$ cat config.mk
export PLATFORM = sky130hd
export DESIGN_NAME = nios2_p3_led
export DESIGN_NICKNAME = d
export VERILOG_FILES = /design/src/rtl/nios2_p3_led_pkg.sv /design/src/rtl/nios2_p3_led_blink_tmr.sv /design/src/rtl/nios2_p3_led.sv
export SDC_FILE = /design/constraint.sdc
export NUM_CORES = 1
export LEC_CHECK = 0
export CORE_MARGIN = 1.5
export CORE_UTILIZATION = 40
export CTS_CLUSTER_SIZE = 40
export DETAILED_ROUTE_END_ITERATION = 12
export PLACE_DENSITY = 0.65
export SETUP_SLACK_MARGIN = 0.15
export SYNTH_ARGS = -nofsm -noshare
export SYNTH_HDL_FRONTEND = slang
export SYNTH_SLANG_ARGS = --single-unit
$ cat constraint.sdc
create_clock -name clk -period 2.9 [get_ports clk]
set_input_delay 0.58 -clock clk [delete_from_list [all_inputs] [get_ports clk]]
set_output_delay 0.58 -clock clk [all_outputs]
set_load 0.03 [all_outputs]
$ cat src/rtl/nios2_p3_led_pkg.sv
// Shared constants for the nios2_p3_led Avalon-MM LED/blink peripheral:
// register word addresses and reset values.
package nios2_p3_led_pkg;

  localparam logic [2:0] ADDR_DATA     = 3'd0;
  localparam logic [2:0] ADDR_BLINK_EN = 3'd1;
  localparam logic [2:0] ADDR_PERIOD   = 3'd2;
  localparam logic [2:0] ADDR_STATUS   = 3'd3;
  localparam logic [2:0] ADDR_OUTSET   = 3'd4;
  localparam logic [2:0] ADDR_OUTCLEAR = 3'd5;

  localparam logic [31:0] RST_DATA     = 32'h0000_0000;
  localparam logic [31:0] RST_BLINK_EN = 32'h0000_0000;
  localparam logic [31:0] RST_PERIOD   = 32'h0000_0000;
  localparam logic [31:0] RST_READDATA = 32'h0000_0000;
  localparam logic        RST_PHASE    = 1'b1;

endpackage

$ cat src/rtl/nios2_p3_led_blink_tmr.sv
// Blink timer: up-counter with terminal-count compare against PERIOD that
// toggles the blink phase every PERIOD+1 cycles.
//
// phase | meaning
//   1   | blinking bits show DATA (also idle / restart / PERIOD==0)
//   0   | blinking bits forced low
module nios2_p3_led_blink_tmr
  import nios2_p3_led_pkg::*;
#(
  parameter int CNT_WIDTH = 16
) (
  input  logic                 clk,
  input  logic                 reset_n,
  input  logic [CNT_WIDTH-1:0] period,
  input  logic                 restart,
  output logic                 phase
);

  logic [CNT_WIDTH-1:0] r_cnt;
  logic                 r_phase;

  // restart wins over a same-cycle terminal count; >= keeps the counter from
  // ever running past PERIOD, so there is no wrap through 2^CNT_WIDTH
  always_ff @(posedge clk) begin
    if (!reset_n) begin
      r_cnt   <= '0;
      r_phase <= RST_PHASE;
    end else if (restart || (period == '0)) begin
      r_cnt   <= '0;
      r_phase <= 1'b1;
    end else if (r_cnt >= period) begin
      r_cnt   <= '0;
      r_phase <= ~r_phase;
    end else begin
      r_cnt <= r_cnt + 1'b1;
    end
  end

  assign phase = r_phase;

endmodule

$ cat src/rtl/nios2_p3_led.sv
// Avalon-MM LED peripheral: DATA/BLINK_EN/PERIOD register file, set/clear
// aliases, registered read mux and blink-masked pin drive.
module nios2_p3_led
  import nios2_p3_led_pkg::*;
#(
  parameter int DATA_WIDTH = 7,
  parameter int CNT_WIDTH  = 16
) (
  input  logic                  clk,
  input  logic                  reset_n,
  input  logic [2:0]            address,
  input  logic                  chipselect,
  input  logic                  write_n,
  input  logic [31:0]           writedata,
  output logic [31:0]           readdata,
  output logic [DATA_WIDTH-1:0] out_port
);

  logic [DATA_WIDTH-1:0] r_data;
  logic [DATA_WIDTH-1:0] r_blink_en;
  logic [CNT_WIDTH-1:0]  r_period;
  logic [31:0]           r_readdata;

  logic                  w_wr;
  logic                  w_period_wr;
  logic                  w_phase;
  logic [DATA_WIDTH-1:0] w_wdata;
  logic [31:0]           w_rdata;
  logic                  w_unused_wdata;

  assign w_wr           = chipselect & ~write_n;
  assign w_period_wr    = w_wr && (address == ADDR_PERIOD);
  assign w_wdata        = writedata[DATA_WIDTH-1:0];
  assign w_unused_wdata = ^writedata;

  always_ff @(posedge clk) begin
    if (!reset_n) begin
      r_data     <= RST_DATA[DATA_WIDTH-1:0];
      r_blink_en <= RST_BLINK_EN[DATA_WIDTH-1:0];
      r_period   <= RST_PERIOD[CNT_WIDTH-1:0];
    end else if (w_wr) begin
      case (address)
        ADDR_DATA:     r_data     <= w_wdata;
        ADDR_BLINK_EN: r_blink_en <= w_wdata;
        ADDR_PERIOD:   r_period   <= writedata[CNT_WIDTH-1:0];
        ADDR_OUTSET:   r_data     <= r_data | w_wdata;
        ADDR_OUTCLEAR: r_data     <= r_data & ~w_wdata;
        default:       ;
      endcase
    end
  end

  nios2_p3_led_blink_tmr #(
    .CNT_WIDTH (CNT_WIDTH)
  ) u_blink_tmr (
    .clk     (clk),
    .reset_n (reset_n),
    .period  (r_period),
    .restart (w_period_wr),
    .phase   (w_phase)
  );

  // read mux ignores chipselect so readdata always lags address by one cycle
  always_comb begin
    w_rdata = '0;
    case (address)
      ADDR_DATA:     w_rdata[DATA_WIDTH-1:0] = r_data;
      ADDR_BLINK_EN: w_rdata[DATA_WIDTH-1:0] = r_blink_en;
      ADDR_PERIOD:   w_rdata[CNT_WIDTH-1:0]  = r_period;
      ADDR_STATUS:   w_rdata[0]              = w_phase;
      default:       w_rdata                 = '0;
    endcase
  end

  always_ff @(posedge clk) begin
    if (!reset_n) begin
      r_readdata <= RST_READDATA;
    end else begin
      r_readdata <= w_rdata;
    end
  end

  assign readdata = r_readdata;
  assign out_port = r_data & ~(r_blink_en & {DATA_WIDTH{~w_phase}});

endmodule

# --- Word level (Yosys, flattened, before mapping) ---
# Index checks and enable logic that the tools add are counted.
# W data, S select, Z words.
word_totals:
  regBits: 79
  latchBits: 0
  mem_bits_rw: 0
  romBits: 0
  in_bits: 39
  output_inout_bits: 39
  word_cells: 39
  mem_count: 0
op_classes:
  add_sub_neg: 1
  mul: 0
  n_div: 0
  magnitude_cmp: 1
  n_eq_ne: 5
  shift: 0
  n_mux: 3
  n_bitwise: 10
  reduce_logical: 11
op_table:
  columns: ["op", "n"]
  rows:
  - ["$and A7 B7 Y7", 3]
  - ["$pmux W7 S3", 1]
  - ["$pmux W6 S3", 1]
  - ["$add A16 B1 Y16 const B", 1]
  - ["$ge A16 B16 Y1", 1]
  - ["$logic_not A16 Y1", 1]
  - ["$not A7 Y7", 2]
  - ["$reduce_and A2 Y1", 4]
  - ["$or A7 B7 Y7", 1]
  - ["$eq A3 B2 Y1 const B", 2]
  - ["$eq A3 B3 Y1 const B", 2]
  - ["$pmux W1 S4", 1]
  - ["$eq A3 B1 Y1 const B", 1]
  - ["$logic_not A3 Y1", 1]
  - ["$not A1 Y1", 3]
  - ["$reduce_bool A3 Y1", 1]
  - ["$reduce_or A3 Y1", 1]
  - ["$reduce_or A2 Y1", 1]
  - ["$and A1 B1 Y1", 1]
  - ["$logic_and A1 B1 Y1", 1]
  - ["$logic_or A1 B1 Y1", 1]

# --- Depth between registers and ports, before layout ---
# Gate-level depths: netlist (run 1).
logic_depth:
  depth_word: 5
  ltp_mapped: 8
  mapped_depth_nobuf: 7

# --- By module ---
# A second synthesis (run 1) with hierarchy kept.
hier_totals:
  cells_unflattened: 356
  area_unflattened_um2: 3206.8
modules_own_cells:
  columns: ["mod", "instances", "cells_each", "area_per_inst_um2", "seq_area_each_um2"]
  rows:
  - ["nios2_p3_led", 1, 220, 2069.5, 920.9]
  - ["nios2_p3_led_blink_tmr", 1, 136, 1137.3, 340.3]

# --- Worst setup path before layout (run 1) ---
# Ideal clock, no wire load.
synth_path:
  kind: "register -> register"
  startpoint: "reg r_period[15]"
  endpoint: "reg u_blink_tmr.r_cnt[10]"
  setup_time_ns: 0.115
  t_arrival_ns: 1.839
  t_required_ns: 2.785
  slack_ns: 0.946
  stages_incl_launch_ff: 9
  n_path_buf: 1
  period_less_slack_ns: 1.954
  cell_sequence: "dfxtp_1 inv_1 ha_1 nand4_2 nor3_2 or4b_4 nand4_4 buf_6 nor2_1"
synth_between:
  elab_chain_cells: 3
synth_lines:
  columns: ["item", "line_no", "text"]
  rows:
  - ["start, declared", "nios2_p3_led.sv:21", "logic [CNT_WIDTH-1:0] r_period;"]
  - ["start signal, assigned", "nios2_p3_led.sv:40", "r_period <= RST_PERIOD[CNT_WIDTH-1:0];"]
  - ["start signal, assigned", "nios2_p3_led.sv:45", "ADDR_PERIOD: r_period <= writedata[CNT_WIDTH-1:0];"]
  - ["branches (longest 2 deep; another with $ge A16 B16 Y1)", null, null]
  - ["$reduce_or A3 Y1 (no line) *", null, null]
  - ["end signal, assigned", "nios2_p3_led_blink_tmr.sv:35", "r_cnt <= r_cnt + 1'b1;"]
  - ["end, declared", "nios2_p3_led_blink_tmr.sv:19", "logic [CNT_WIDTH-1:0] r_cnt;"]
# Every way passes the cells marked *.
# A chain may end at the register's enable or synchronous reset.

# --- Worst setup path after layout (run 1) ---
layout_path:
  startpoint: "reg u_blink_tmr.r_phase (netlist: u_blink_tmr.phase)"
  endpoint: "out out_port[4]"
layout_between:
  elab_chain_cells: 4
layout_lines:
  columns: ["item", "line_no", "text"]
  rows:
  - ["start, declared", "nios2_p3_led_blink_tmr.sv:20", "logic r_phase;"]
  - ["start signal, assigned", "nios2_p3_led_blink_tmr.sv:33", "r_phase <= ~r_phase;"]
  - ["$not A1 Y1", "nios2_p3_led.sv:84", "assign out_port = r_data & ~(r_blink_en & {DATA_WIDTH{~w_phase}});"]
  - ["$and A7 B7 Y7", "nios2_p3_led.sv:84", null]
  - ["$not A7 Y7", "nios2_p3_led.sv:84", null]
  - ["$and A7 B7 Y7", "nios2_p3_led.sv:84", null]
  - ["end, declared", "nios2_p3_led.sv:16", "output logic [DATA_WIDTH-1:0] out_port"]
# No other way between the ends.

==> reports/results.tsv, run 1 <==
stage	metric	value	unit
pwr	Sw Pwr	458	uW
synthesis	Syn Area/Cell	9.09	um2
critical_path	CP delay by family, top	buffers and inverters	
floorplan	die extent in x	91.9	um
critical_path	largest stage delay on the critical path	710	ps
timing	Final Max Tran Viols	0	
finish	fraction of layout cells with a size suffix above 1	7.41	%
routing	DRC Markers	0	
global_routing	initial antenna violation count	0	
synthesis	Synth Register Bits	63	
timing	setup TNS	0	ps
global_routing	total grt overflow	0	
routing	post-route ant nets	0	
run	Max Cap Viol	0	
critical_path	CP Cell Sequence	inv_1 > a21boi_0 > clkdlybuf4s50_1	
routing	vias per cell	4.85	
timing	final hold slack	487	ps
finish	Layout area overhead	22.1	%
timing	Slew headroom	59.2	%
critical_path	kind of critical path	reg2out	
critical_path	Crit. End Element	output pin	
synthesis	adder-cell share of the synthesized area	6.73	%
clock_network	total CTS buffers	9	
critical_path	Crit path buffers/inverters	2	
timing	f_max	0.414	GHz
pwr	Sw Share	26.4	%
synthesis	Synth warnings	0	
floorplan	Die ar.	8450	um2
synthesis	area leader, netlist	dfxtp_1	
synthesis	xor and xnor area share after synthesis	3.88	%
finish	Final #Nets	456	
pwr	internal power	1280	uW
timing	minimum clock period	2410	ps
floorplan	IO Count	78	
routing	via count	2459	
clock_network	CTS tree	yes	
timing	worst-margin pin slew	612	ps
synthesis	Post-synth ARST share	0	%
finish	most frequent cells in the layout	dfxtp_1, clkdlybuf4s50_1, nor2_1, nor2b_1, mux2i_1	
pwr	Clk pwr share	39.0	%
clock_network	htree depth	3	
finish	number of diodes	0	
synthesis	main area contributors after synthesis	dfxtp_1, mux2i_1, ha_1	
clock_network	Reg clk slew, reported paths	70	ps
floorplan	FP Rows	32	
synthesis	ys flop type	dfxtp_1	
synthesis	top cell type's share of synthesized area	39.9	%
clock_network	CTS root buf	clkbuf_8	
critical_path	kind of start point of the critical path	register	
timing	RSZ-0062 raised after global routing	false	
synthesis	Simple-Gate Fraction of Synth Area	22.2	%
clock_network	Clock Tree Buf Depth	2	
global_routing	largest net degree at the start of global routing	21	
finish	most common cell after layout, fill and taps aside	dfxtp_1	
clock_network	CTS resizes	0	
finish	Filler cells	758	
synthesis	register area share after synthesis	39.9	%
critical_path	worst endpoint data arrival time	1830	ps
timing	fin crit share	83.2	%
global_routing	first-pass GRT wire length	11.4	mm
routing	Post-Route WL	6.95	mm
routing	drt wl/cell	13.7	um
synthesis	cell area after synthesis	3160	um2
timing	Final setup viols	0	
pwr	Leak	0.00142	uW
place	I/O Buffers	45	
synthesis	post-synthesis cell count	348	
place	pre-CTS setup slack	536	ps
critical_path	CP required	2320	ps
routing	drt pass-1 iters	4	
pwr	Combinational Power Share	10.1	%
synthesis	Distinct cells, synth	38	
routing	initial drt markers	97	
clock_network	Clock Sinks	63	
clock_network	Clock Latency Late Sink	350	ps
global_routing	vias in the first global route	2327	
timing	Final Hold Fails	0	
synthesis	Post-synth EDFFs	0	
global_routing	gr usage total	17.6	%
min_path	HP Class	reg2reg	
pwr	Flop pwr share	50.9	%
pwr	Cell Pwr Density	450	nW/um2
pwr	Worst VDD drop	203	uV
status	status	complete, no violations	
synthesis	largest family of logic cells by synthesized area	simple AND/OR/NAND/NOR gates	
pwr	Power, Total	1740	uW
place	gpl congestion	0.799	
timing	Worst Skew	9.51	ps
critical_path	CP max-delay cell	clkdlybuf4s50_1	
synthesis	Compound-Gate Fraction of Synth Area	9.77	%
clock_network	hold_buf cts	0	
floorplan	Core ar.	7690	um2
floorplan	die outline height	91.9	um
timing	fin worst setup slack	487	ps
clock_network	Setup Buffers After CTS	0	
synthesis	mux contribution to synthesized area	9.50	%
place	dpl hpwl	5.14	mm
critical_path	CP max FO	8	
floorplan	Starting Density	41.1	%
## synth_stat cells, types with 6 or more instances
cell type and count:
o21ai_0 15, xnor2_1 6, nand3_1 7, nor2b_1 32, a21boi_0 14, nor3_1 13
inv_1 19, xor2_1 8, nor2_1 36, buf_4 17, a21oi_1 11, mux2i_1 30
clkbuf_1 7, nand4_1 6, ha_1 17, nand2_1 15, dfxtp_1 63
## logic make-up (layout without fill, tap and decap cells)
family,after synthesis,count (layout)
xor+xnor,14,14
flops,63,63
compound gates,47,47
other cells,1,16
fa+ha+maj,17,17
simple gates,129,129
mux,30,30
buf+inv,47,89
## per-stage QoR
step | util, % | cells | instance area [um2]
4_1_cts | 50.2 | 507 | 3860
3_3_place_gp | 47.9 | 491 | 3680
3_5_place_dp | 47.9 | 491 | 3680
2_1_floorplan | - | 363 | 3220
6_report | 50.2 | 507 | 3860
5_1_grt | 50.2 | 507 | 3860
## flip-flops by register name, summed over array words and instances (netlist names)
register           cells
u_blink_tmr.phase      1
r_data                 7
readdata              16
r_period              16
u_blink_tmr.r_cnt     16
r_blink_en             7
## cell type report
| type | count | area [um2] | area share (%) |
|---|---|---|---|
| multi-input cells | 253 | 1710 | 44.2 |
| clock inverters | 5 | 33.8 | 0.875 |
| flip-flops and latches | 63 | 1260 | 32.7 |
| inverters | 19 | 71.3 | 1.85 |
| clock buffers | 11 | 141 | 3.66 |
| well taps | 102 | 128 | 3.31 |
| repair buffers | 54 | 518 | 13.4 |
## final timing paths
| path | from | end | slack (ps) | cells after the start |
|---|---|---|---|---|
| setup / recovery | u_blink_tmr.phase | out_port[4] | 490 | 3 |
| setup reg to reg | r_period[15] | u_blink_tmr.r_cnt[14] | 670 | 7 |
| hold / removal | u_blink_tmr.r_cnt[0] | u_blink_tmr.r_cnt[0] | 490 | 1 |
| hold reg to reg | u_blink_tmr.r_cnt[0] | u_blink_tmr.r_cnt[0] | 490 | 1 |
## metal layers
layer / vias up / global-route usage, % / wire [um] / share of wire [%]
li1: 1255 / - / - / -
met1: 1123 / 23.2 / 3310 / 48
met2: 68 / 26.9 / 3110 / 45
met3: 13 / 4.98 / 386 / 5.6
met4: 0 / 7.18 / 139 / 2.0
met5: - / 0 / 0 / 0
## power by group through the flow
stage / clock network, uW / logic [uW] / registers, uW
floorplan: 0 / 123 / 902
global placement: 0 / 172 / 902
detailed placement: 0 / 173 / 903
CTS: 689 / 174 / 883
global route: 737 / 188 / 884
finish: 677 / 175 / 883
No activity file was read; power rests on OpenSTA's default activity.
==> run 2: changes to the inputs <==
==> constraint.sdc (replaced) <==
create_clock -name clk -period 2.3 [get_ports clk]
set_input_delay 0.46 -clock clk [delete_from_list [all_inputs] [get_ports clk]]
set_output_delay 0.46 -clock clk [all_outputs]
set_load 0.03 [all_outputs]
==> run 2 against run 1 <==
Against the previous run:
- clock power increased by 26%
- via count increased by 0.53%
- critical path type is now reg2reg
- highest routed layer unchanged
- die area unchanged
- power increased by 26%
- sequential share of layout area decreased by 0.47 points
- core utilization increased by 0.73 points
- non-clock buffer count increased by 4
==> reports/results.tsv, run 2 (same netlist as run 1, synthesis figures left out) <==
stage	metric	value	unit
place	placed cells	494	
global_routing	vias in the first global route	2332	
timing	Final Max Tran Viols	0	
status	status	complete, no violations	
finish	most frequent cells in the layout	dfxtp_1, clkdlybuf4s50_1, nor2_1, nor2b_1, mux2i_1	
finish	Final #Nets	461	
floorplan	Core ar.	7690	um2
clock_network	CTS tree	yes	
place	dpl hpwl	5.02	mm
timing	fin crit share	87.1	%
global_routing	total grt overflow	0	
pwr	Power, Total	2190	uW
critical_path	CP max FO	3	
clock_network	total CTS buffers	9	
min_path	HP Class	reg2reg	
timing	f_max	0.499	GHz
timing	worst-margin pin slew	749	ps
floorplan	Die ar.	8450	um2
critical_path	kind of start point of the critical path	register	
floorplan	Starting Density	41.1	%
critical_path	CP required	2570	ps
pwr	Clk pwr share	38.9	%
routing	DRC Markers	0	
finish	Layout area overhead	23.9	%
timing	Slew headroom	49.7	%
timing	Worst Skew	7.78	ps
timing	minimum clock period	2000	ps
timing	fin worst setup slack	297	ps
finish	Design Area, Final	3920	um2
floorplan	IO Count	78	
routing	post-route ant nets	0	
critical_path	Crit. End Element	register	
timing	Final setup viols	0	
clock_network	htree depth	3	
critical_path	R2R setup slack	300	ps
pwr	Combinational Power Share	10.3	%
global_routing	first-pass GRT wire length	11.2	mm
run	Max Cap Viol	0	
global_routing	largest net degree at the start of global routing	21	
routing	initial drt markers	99	
finish	Filler cells	742	
floorplan	FP Rows	32	
global_routing	gr usage total	17.0	%
pwr	Sw Share	25.0	%
routing	via count	2472	
clock_network	hold_buf cts	0	
clock_network	CTS root buf	clkbuf_8	
global_routing	initial antenna violation count	0	
place	I/O Buffers	45	
routing	drt wl/cell	13.1	um
clock_network	Clock Tree Buf Depth	2	
timing	setup TNS	0	ps
pwr	Worst VDD drop	256	uV
routing	vias per cell	4.83	
clock_network	Reg clk slew, reported paths	70	ps
routing	drt pass-1 iters	4	
finish	number of diodes	0	
floorplan	die outline height	91.9	um
critical_path	worst endpoint data arrival time	2270	ps
critical_path	kind of critical path	reg2reg	
pwr	internal power	1640	uW
clock_network	Clock Sinks	63	
finish	most common cell after layout, fill and taps aside	dfxtp_1	
pwr	Sw Pwr	547	uW
place	pre-CTS setup slack	174	ps
place	gpl congestion	0.785	
routing	Post-Route WL	6.70	mm
finish	fraction of layout cells with a size suffix above 1	8.54	%
clock_network	Clock Latency Late Sink	340	ps
timing	Final Hold Fails	0	
finish	final non-filler cell total	512	
floorplan	die extent in x	91.9	um
timing	RSZ-0062 raised after global routing	false	
pwr	Flop pwr share	50.9	%
pwr	Leak	0.00148	uW
place	placed inst area	3710	um2
pwr	Cell Pwr Density	559	nW/um2
## run 2: cell count changes in the layout (fill, tap and decap cells not counted)
cell	change
clkdlybuf4s50_1	-7
dlygate4sd2_1	+7
buf_4	+4
clkbuf_1	+1
clkbuf_8	+1
clkinv_4	-1
clkinvlp_4	-1
ha_1	-1
ha_4	+1
nand4_4	+1
## run 2: layer usage
| metal | part of all wire, % | track usage [%] | vias up | routed length [um] |
|---|---|---|---|---|
| met5 | 0 | 0 | - | 0 |
| met4 | 1.9 | 8.46 | 0 | 125 |
| met3 | 4.3 | 3.57 | 11 | 290 |
| met2 | 45 | 25.5 | 56 | 2990 |
| met1 | 49 | 23.0 | 1139 | 3290 |
| li1 | - | - | 1266 | - |
## run 2: critical path, cell delays in order (launching register included)
cell and delay [ps]:
dfxtp_1 350, inv_1 70, ha_1 310, nand4_2 150
nor3_2 190, or4b_4 540, nand3_1 130, mux2i_1 190
## run 2: power groups by stage
stage                     clock network [uW]  registers (uW)  logic, uW
final                                    851            1110        225
after global routing                     929            1110        243
after CTS                                875            1110        220
after detailed placement                   0            1140        222
after global placement                     0            1140        222
after floorplan                            0            1140        155
## run 2: worst paths after layout
| path | start | to | cells after the start |
|---|---|---|---|
| setup / recovery | r_period[13] | u_blink_tmr.phase | 7 |
| hold / removal | r_data[0] | r_data[0] | 2 |
| setup reg to reg | r_period[13] | u_blink_tmr.phase | 7 |
| hold reg to reg | r_data[0] | r_data[0] | 2 |
## run 2: area by class of cell
class,instances,area (um2),area share [%]
clock inverter,3,17.5,0.447
timing repair buffer,58,539,13.8
sequential,63,1260,32.2
tap,102,128,3.26
clock buffer,13,159,4.06
multi-input combinational,254,1740,44.4
inverter,19,71.3,1.82
## run 2: what timing repair did
item | 4_1_cts | 5_1_grt
resized for setup | 7 | 2
cloned | 0 | 1
setup buffers | 0 | 1
pin swaps | 0 | 3
setup endpoints to repair | 7 | 17
## run 2: stage by stage
step / hold slack [ps] / utilization, %
floorplan: 441 / -
global placement: 473 / 48.2
detailed placement: 481 / 48.2
CTS: 491 / 50.4
global route: 520 / 50.9
finish: 487 / 50.9
==> run 3: changes to the inputs <==
--- a/config.mk
+++ b/config.mk
@@ -11,6 +11,7 @@
 export DETAILED_ROUTE_END_ITERATION = 12
 export PLACE_DENSITY = 0.65
 export SETUP_SLACK_MARGIN = 0.15
+export SLEW_MARGIN = 20
 export SYNTH_ARGS = -nofsm -noshare
 export SYNTH_HDL_FRONTEND = slang
 export SYNTH_SLANG_ARGS = --single-unit
==> results of run 3 <==
Final layout, timing and power as in run 2 (identical DEF).
